`src/rtl/bip_pkg.sv`:
```
// BIP control unit shared types: opcodes, FSM states, datapath select codes.
// Strobe decode helpers used by bip_control_unit.
package bip_pkg;

  localparam int OP_BITS = 5;

  typedef enum logic [OP_BITS-1:0] {
    OP_HLT  = 5'b00000,
    OP_STO  = 5'b00001,
    OP_LD   = 5'b00010,
    OP_LDI  = 5'b00011,
    OP_ADD  = 5'b00100,
    OP_ADDI = 5'b00101,
    OP_SUB  = 5'b00110,
    OP_SUBI = 5'b00111,
    OP_BEQ  = 5'b01000,
    OP_BNE  = 5'b01001,
    OP_BGT  = 5'b01010,
    OP_BGE  = 5'b01011,
    OP_BLT  = 5'b01100,
    OP_BLE  = 5'b01101,
    OP_JMP  = 5'b01110
  } opcode_t;

  typedef enum logic [2:0] {
    S_INIT,
    S_FETCH,
    S_DECODE,
    S_MEM_READ,
    S_EXECUTE,
    S_HALT
  } state_t;

  localparam logic [1:0] SEL_A_MEM     = 2'b00;
  localparam logic [1:0] SEL_A_OPERAND = 2'b01;
  localparam logic [1:0] SEL_A_ALU     = 2'b10;
  localparam logic SEL_B_MEM     = 1'b0;
  localparam logic SEL_B_OPERAND = 1'b1;
  localparam logic ALU_ADD = 1'b0;
  localparam logic ALU_SUB = 1'b1;

  typedef struct packed {
    logic       alu_op;
    logic [1:0] sel_a;
    logic       sel_b;
    logic       acc_wr;
    logic       status_wr;
    logic       mem_wr;
  } strobe_t;

  function automatic logic needs_mem(input logic [OP_BITS-1:0] op);
    return (op == OP_LD) || (op == OP_ADD) || (op == OP_SUB);
  endfunction

  function automatic strobe_t decode_strobes(
    input logic [OP_BITS-1:0] op
  );
    strobe_t s;
    s = '0;
    case (op)
      OP_STO: s.mem_wr = 1'b1;
      OP_LD: begin
        s.sel_a  = SEL_A_MEM;
        s.acc_wr = 1'b1;
      end
      OP_LDI: begin
        s.sel_a  = SEL_A_OPERAND;
        s.acc_wr = 1'b1;
      end
      OP_ADD, OP_ADDI, OP_SUB, OP_SUBI: begin
        s.sel_a     = SEL_A_ALU;
        s.acc_wr    = 1'b1;
        s.status_wr = 1'b1;
        s.sel_b  = (op == OP_ADDI || op == OP_SUBI)
                 ? SEL_B_OPERAND : SEL_B_MEM;
        s.alu_op = (op == OP_SUB || op == OP_SUBI)
                 ? ALU_SUB : ALU_ADD;
      end
      default: s = '0;
    endcase
    return s;
  endfunction

endpackage

```
`src/rtl/bip_control_unit_branch_unit.sv`:
```
// Branch condition evaluation from opcode and Z/N status flags.
// JMP reports taken unconditionally; non-branch opcodes never do.
module bip_branch_unit
  import bip_pkg::*;
(
  input  logic [OP_BITS-1:0] opcode,
  input  logic               flag_z,
  input  logic               flag_n,
  output logic               taken
);

  always_comb begin
    taken = 1'b0;
    case (opcode)
      OP_BEQ:  taken = flag_z;
      OP_BNE:  taken = !flag_z;
      OP_BGT:  taken = !flag_z && !flag_n;
      OP_BGE:  taken = !flag_n;
      OP_BLT:  taken = flag_n;
      OP_BLE:  taken = flag_z || flag_n;
      OP_JMP:  taken = 1'b1;
      default: taken = 1'b0;
    endcase
  end

endmodule

```
`src/rtl/bip_control_unit.sv`:
```
// Multi-cycle BIP control unit: PC, IR, FSM and datapath strobe decoder.
// Optional BIP_SINGLE_STEP_EN adds step_in / step_wait_out gating of FETCH.
module bip_control_unit
  import bip_pkg::*;
#(
  parameter int DATA_WIDTH   = 11,
  parameter int OPCODE_WIDTH = 5,
  parameter int ADDR_WIDTH   = 11
) (
  input  logic                             clock_in,
  input  logic                             reset_in,
  input  logic [OPCODE_WIDTH+DATA_WIDTH-1:0] instruction_in,
  input  logic                             flag_Z_in,
  input  logic                             flag_N_in,
`ifdef BIP_SINGLE_STEP_EN
  input  logic                             step_in,
  output logic                             step_wait_out,
`endif
  output logic [ADDR_WIDTH-1:0]            program_address_out,
  output logic [DATA_WIDTH-1:0]            operand_out,
  output logic                             alu_op_out,
  output logic [1:0]                       sel_A_out,
  output logic                             sel_B_out,
  output logic                             acc_wr_out,
  output logic                             acc_reset_out,
  output logic                             status_wr_out,
  output logic                             status_reset_out,
  output logic                             data_memory_wr_out,
  output logic                             halted_out
);

  localparam int IW = OPCODE_WIDTH + DATA_WIDTH;

  state_t                state;
  logic [ADDR_WIDTH-1:0] pc;
  logic [IW-1:0]         ir;
  strobe_t               strb;
  logic [OP_BITS-1:0]    ir_op;
  logic [OP_BITS-1:0]    in_op;
  logic                  taken;
  logic                  step_go;

  assign ir_op = ir[IW-1 -: OP_BITS];
  assign in_op = instruction_in[IW-1 -: OP_BITS];

`ifdef BIP_SINGLE_STEP_EN
  assign step_go       = step_in;
  assign step_wait_out = (state == S_FETCH);
`else
  assign step_go = 1'b1;
`endif

  bip_branch_unit u_branch (
    .opcode (ir_op),
    .flag_z (flag_Z_in),
    .flag_n (flag_N_in),
    .taken  (taken)
  );

  always_ff @(posedge clock_in) begin
    if (!reset_in) begin
      state <= S_INIT;
      pc    <= '0;
      ir    <= '0;
      strb  <= '0;
    end else begin
      strb <= '0;
      unique case (state)
        S_INIT:  state <= S_FETCH;
        S_FETCH: if (step_go) state <= S_DECODE;
        S_DECODE: begin
          ir <= instruction_in;
          pc <= pc + ADDR_WIDTH'(1);
          if (needs_mem(in_op)) begin
            state <= S_MEM_READ;
          end else begin
            state <= S_EXECUTE;
            strb  <= decode_strobes(in_op);
          end
        end
        S_MEM_READ: begin
          state <= S_EXECUTE;
          strb  <= decode_strobes(ir_op);
        end
        S_EXECUTE: begin
          if (taken) pc <= ADDR_WIDTH'(ir[DATA_WIDTH-1:0]);
          state <= (ir_op == OP_HLT) ? S_HALT : S_FETCH;
        end
        S_HALT:  state <= S_HALT;
        default: state <= S_INIT;
      endcase
    end
  end

  // Strobes are masked while reset is low so an aborted store never lands.
  assign alu_op_out         = strb.alu_op    & reset_in;
  assign sel_A_out          = strb.sel_a     & {2{reset_in}};
  assign sel_B_out          = strb.sel_b     & reset_in;
  assign acc_wr_out         = strb.acc_wr    & reset_in;
  assign status_wr_out      = strb.status_wr & reset_in;
  assign data_memory_wr_out = strb.mem_wr    & reset_in;

  assign acc_reset_out       = (state == S_INIT);
  assign status_reset_out    = (state == S_INIT);
  assign halted_out          = (state == S_HALT);
  assign program_address_out = pc;
  assign operand_out         = ir[DATA_WIDTH-1:0];

endmodule

```
`config.mk`:
```
export PLATFORM = sky130hd
export DESIGN_NAME = bip_control_unit
export DESIGN_NICKNAME = d
export VERILOG_FILES = /design/src/rtl/bip_pkg.sv /design/src/rtl/bip_control_unit_branch_unit.sv /design/src/rtl/bip_control_unit.sv
export SDC_FILE = /design/constraint.sdc
export NUM_CORES = 1
export LEC_CHECK = 0
export BUFFER_PORTS_ARGS = -buffer_cell sky130_fd_sc_hd__clkbuf_2
export CORE_AREA = 10 10 73 75
export CTS_CLUSTER_DIAMETER = 60
export DETAILED_ROUTE_END_ITERATION = 16
export DIE_AREA = 0 0 83 85
export PLACE_DENSITY = 0.85
export SLEW_MARGIN = 10
export SYNTH_ARGS = -nofsm -noshare
export SYNTH_HDL_FRONTEND = slang
export SYNTH_HIERARCHICAL = 1
export SYNTH_SLANG_ARGS = --single-unit
```
`constraint.sdc`:
```
create_clock -name clock_in -period 5.26 [get_ports clock_in]
set_clock_uncertainty 0.15 [all_clocks]
set_input_delay 0.263 -clock clock_in [delete_from_list [all_inputs] [get_ports clock_in]]
set_output_delay 0.263 -clock clock_in [all_outputs]
set_load 0.005 [all_outputs]
```
==> flow_summary.toml <==
[hold_path]
whs_path_depth = 3
min_to = "ir[4]"
min_from = "instruction_in[4]"
hold_path_class = "input port to register"

[detailed_routing]
drt-initial-drc-count = 167
via_per_inst = 5.49
vias = 1790
drcViolationCount = 0
routed_wl_um = 4770
drtPass1Iterations = 5
wl_per_cell_um = 14.6
antenna_left = 0

[setup_path]
cp_data_required_time_ns = 5.33
critPathLaunchType = "register"
cp.arrival_ns = 2.62
critPathKind = "register to register"
r2r_start = "state[1]"
path_max_fanout = 18
r2r_cells = 4
end_kind = "register"
r2r_slack_ns = 2.71
r2r-end = "program_address_out[7]"

[clock_tree]
cts_buffers = 5
clock_path_buffers = 2
clk_pin_slew_ns = 0.08
clock_tree.htree_level_count = 2
postCtsHoldBufs = 0
cts_resized = 0
cts-root-buf = "clkbuf_8"
cts_setup_buffers = 0
cts.sinks = 36
clock_latency_ns = 0.30
cts_tree = "built"

[synthesis]
synthCells = 244
synthDistinctLibCells = 43
ys_seq_area_share_pct = 38.1
synth_fp_nets = 265
synth_top_area_share_pct = 38.1
synthesis.area_sq_mm = 0.00189
syn_area_per_cell_sq_um = 7.75
yosys.area.top_type = "dfxtp_1"
yosys_register_bits = 36
ys_warn_count = 6
ys_top_cells_by_area = "dfxtp_1, nand2_1, a21oi_1, buf_4, nor3_1"

[timing]
rsz0062_at_grt = "false"
hold_violations = 0
slew_violations = 0
tns_ns = 0
finalSetupViolCount = 0
relSlewSlack_pct = 23.4
fmax_mhz = 392
fin_crit_sh_pct = 48.5
tightest_slew_ns = 1.14
timing.final.ws_setup_ns = 2.71
finalCriticalPeriod_ns = 2.55

[flow_run]
drv_cap = 0

[grt]
grt_pass1_vias = 1627
grt_max_degree = 26
antenna_found_initial = 0
overflow = 0
track_usage_pct = 13.3
grt_pass1_wl_um = 7800

[floorplanning]
rows = 23
core-area_sq_mm = 0.00391
initial_core_util_pct = 48.3
chipHeight_um = 85
die_w_um = 83
ios = 52
dieArea_sq_mm = 0.00706

[placement]
dp_hpwl_um = 3400
port_buffers = 51
gp_congestion = 0.863
placed_area_sq_mm = 0.00204
pre_cts_ws_ns = 2.75

[finish]
postLayoutCoreUtil_pct = 54.8
area_delta_synth_final_pct = 13.4
stdcell_area_sq_mm = 0.00214
nets = 296
final_common_cell = "clkbuf_2"
drive_above_1_share_pct = 23.9
diodes = 0
mostFrequentLayoutCells = "clkbuf_2, nand2_1, dfxtp_1"

[power_and_ir_drop]
ir_drop_mv = 0.159
power_leakage_nw = 0.804
p_per_area_mw_per_mm2 = 297
total_power_uw = 638

[run_status]
status = "complete, no violations"
[layout make-up]
class,count,area (sq um)
Clock buffer,6,72.6
Sequential cell,36,721
Multi-Input combinational cell,177,978
Tap cell,50,62.6
Fill cell,407,1770
Inverter,3,11.3
Timing Repair Buffer,52,263
Clock inverter,2,35.0
[worst max path at each step]
stage / start / endpoint / slack, ns / depth (start not counted)
after global placement: state[1] / program_address_out[3] / 2.87 / 4
after detailed placement: state[1] / program_address_out[7] / 2.75 / 4
after floorplan: ir[12] / program_address_out[1] / 3.51 / 7
after CTS: state[1] / program_address_out[7] / 2.75 / 4
after global routing: state[1] / program_address_out[7] / 2.44 / 4
final: state[1] / program_address_out[7] / 2.71 / 4
[synth_stat cells]
| cell type | count |
|---|---|
| a211o_1 | 1 |
| a21o_1 | 5 |
| a21oi_1 | 33 |
| a221oi_1 | 1 |
| a311oi_2 | 1 |
| a31oi_1 | 2 |
| a32oi_1 | 1 |
| and2_1 | 8 |
| and3_1 | 1 |
| buf_2 | 3 |
| buf_4 | 15 |
| buf_6 | 2 |
| clkbuf_1 | 8 |
| dfxtp_1 | 36 |
| ha_1 | 1 |
| inv_1 | 3 |
| mux2_2 | 1 |
| mux2i_1 | 2 |
| nand2_1 | 50 |
| nand2b_1 | 1 |
| nand3_1 | 8 |
| nand3b_1 | 3 |
| nand4_1 | 4 |
| nand4b_1 | 1 |
| nor2_1 | 7 |
| nor2b_1 | 1 |
| nor3_1 | 11 |
| nor3b_1 | 2 |
| nor3b_2 | 2 |
| nor4_1 | 5 |
| nor4b_2 | 1 |
| o2111ai_1 | 1 |
| o211ai_1 | 3 |
| o21a_1 | 1 |
| o21ai_0 | 10 |
| o21ai_1 | 1 |
| o21bai_1 | 1 |
| o22ai_1 | 2 |
| or3_1 | 1 |
| or3b_2 | 1 |
| or3b_4 | 1 |
| xnor2_1 | 1 |
| xor2_1 | 1 |
[per-stage QoR]
| stage | hold WS, ns | cells |
|---|---|---|
| floorplan | 0.249 | 244 |
| global placement | 0.301 | 318 |
| detailed placement | 0.316 | 318 |
| CTS | 0.0279 | 326 |
| global route | 0.0396 | 326 |
| finish | 0.0244 | 326 |
[sequential cells by signal, indices dropped and copies added, names as in the netlist]
name,count
state,3
program_address_out,11
ir,16
strb,6
[power breakdown]
part	total, mW	leakage, nW	internal [mW]	switching [mW]
Combinational	0.0919	0.457	0.0386	0.0533
Clock	0.241	0.0552	0.141	0.101
Sequential	0.304	0.292	0.285	0.0191
Total	0.638	0.804	0.464	0.173
[critical path: stages, from the launching register on]
cell     delay, ns
dfxtp_1       0.53
nor3b_2       0.98
a21o_1        0.39
nand2_1       0.22
o21ai_0       0.21
[kinds of logic (layout without fill, tap and decap cells)]
family	after synthesis	in the layout	share of synthesized area, %
simple gates	108	108	28.9
compound gates	63	63	19.6
flops	36	36	38.1
buf+inv	31	63	10.1
mux	3	3	1.65
xor+xnor	2	2	0.927
fa+ha+maj	1	1	0.662
[routing by layer]
| metal | GRT usage [%] | up-vias | wire [um] | part of all wire, % |
|---|---|---|---|---|
| li1 | - | 911 | - | - |
| met1 | 14.8 | 810 | 1980 | 42 |
| met2 | 21.2 | 60 | 2240 | 47 |
| met3 | 5.45 | 9 | 446 | 9.3 |
| met4 | 6.97 | 0 | 109 | 2.3 |
| met5 | 0 | - | 0 | 0 |
(Power assumes the default switching activity.)
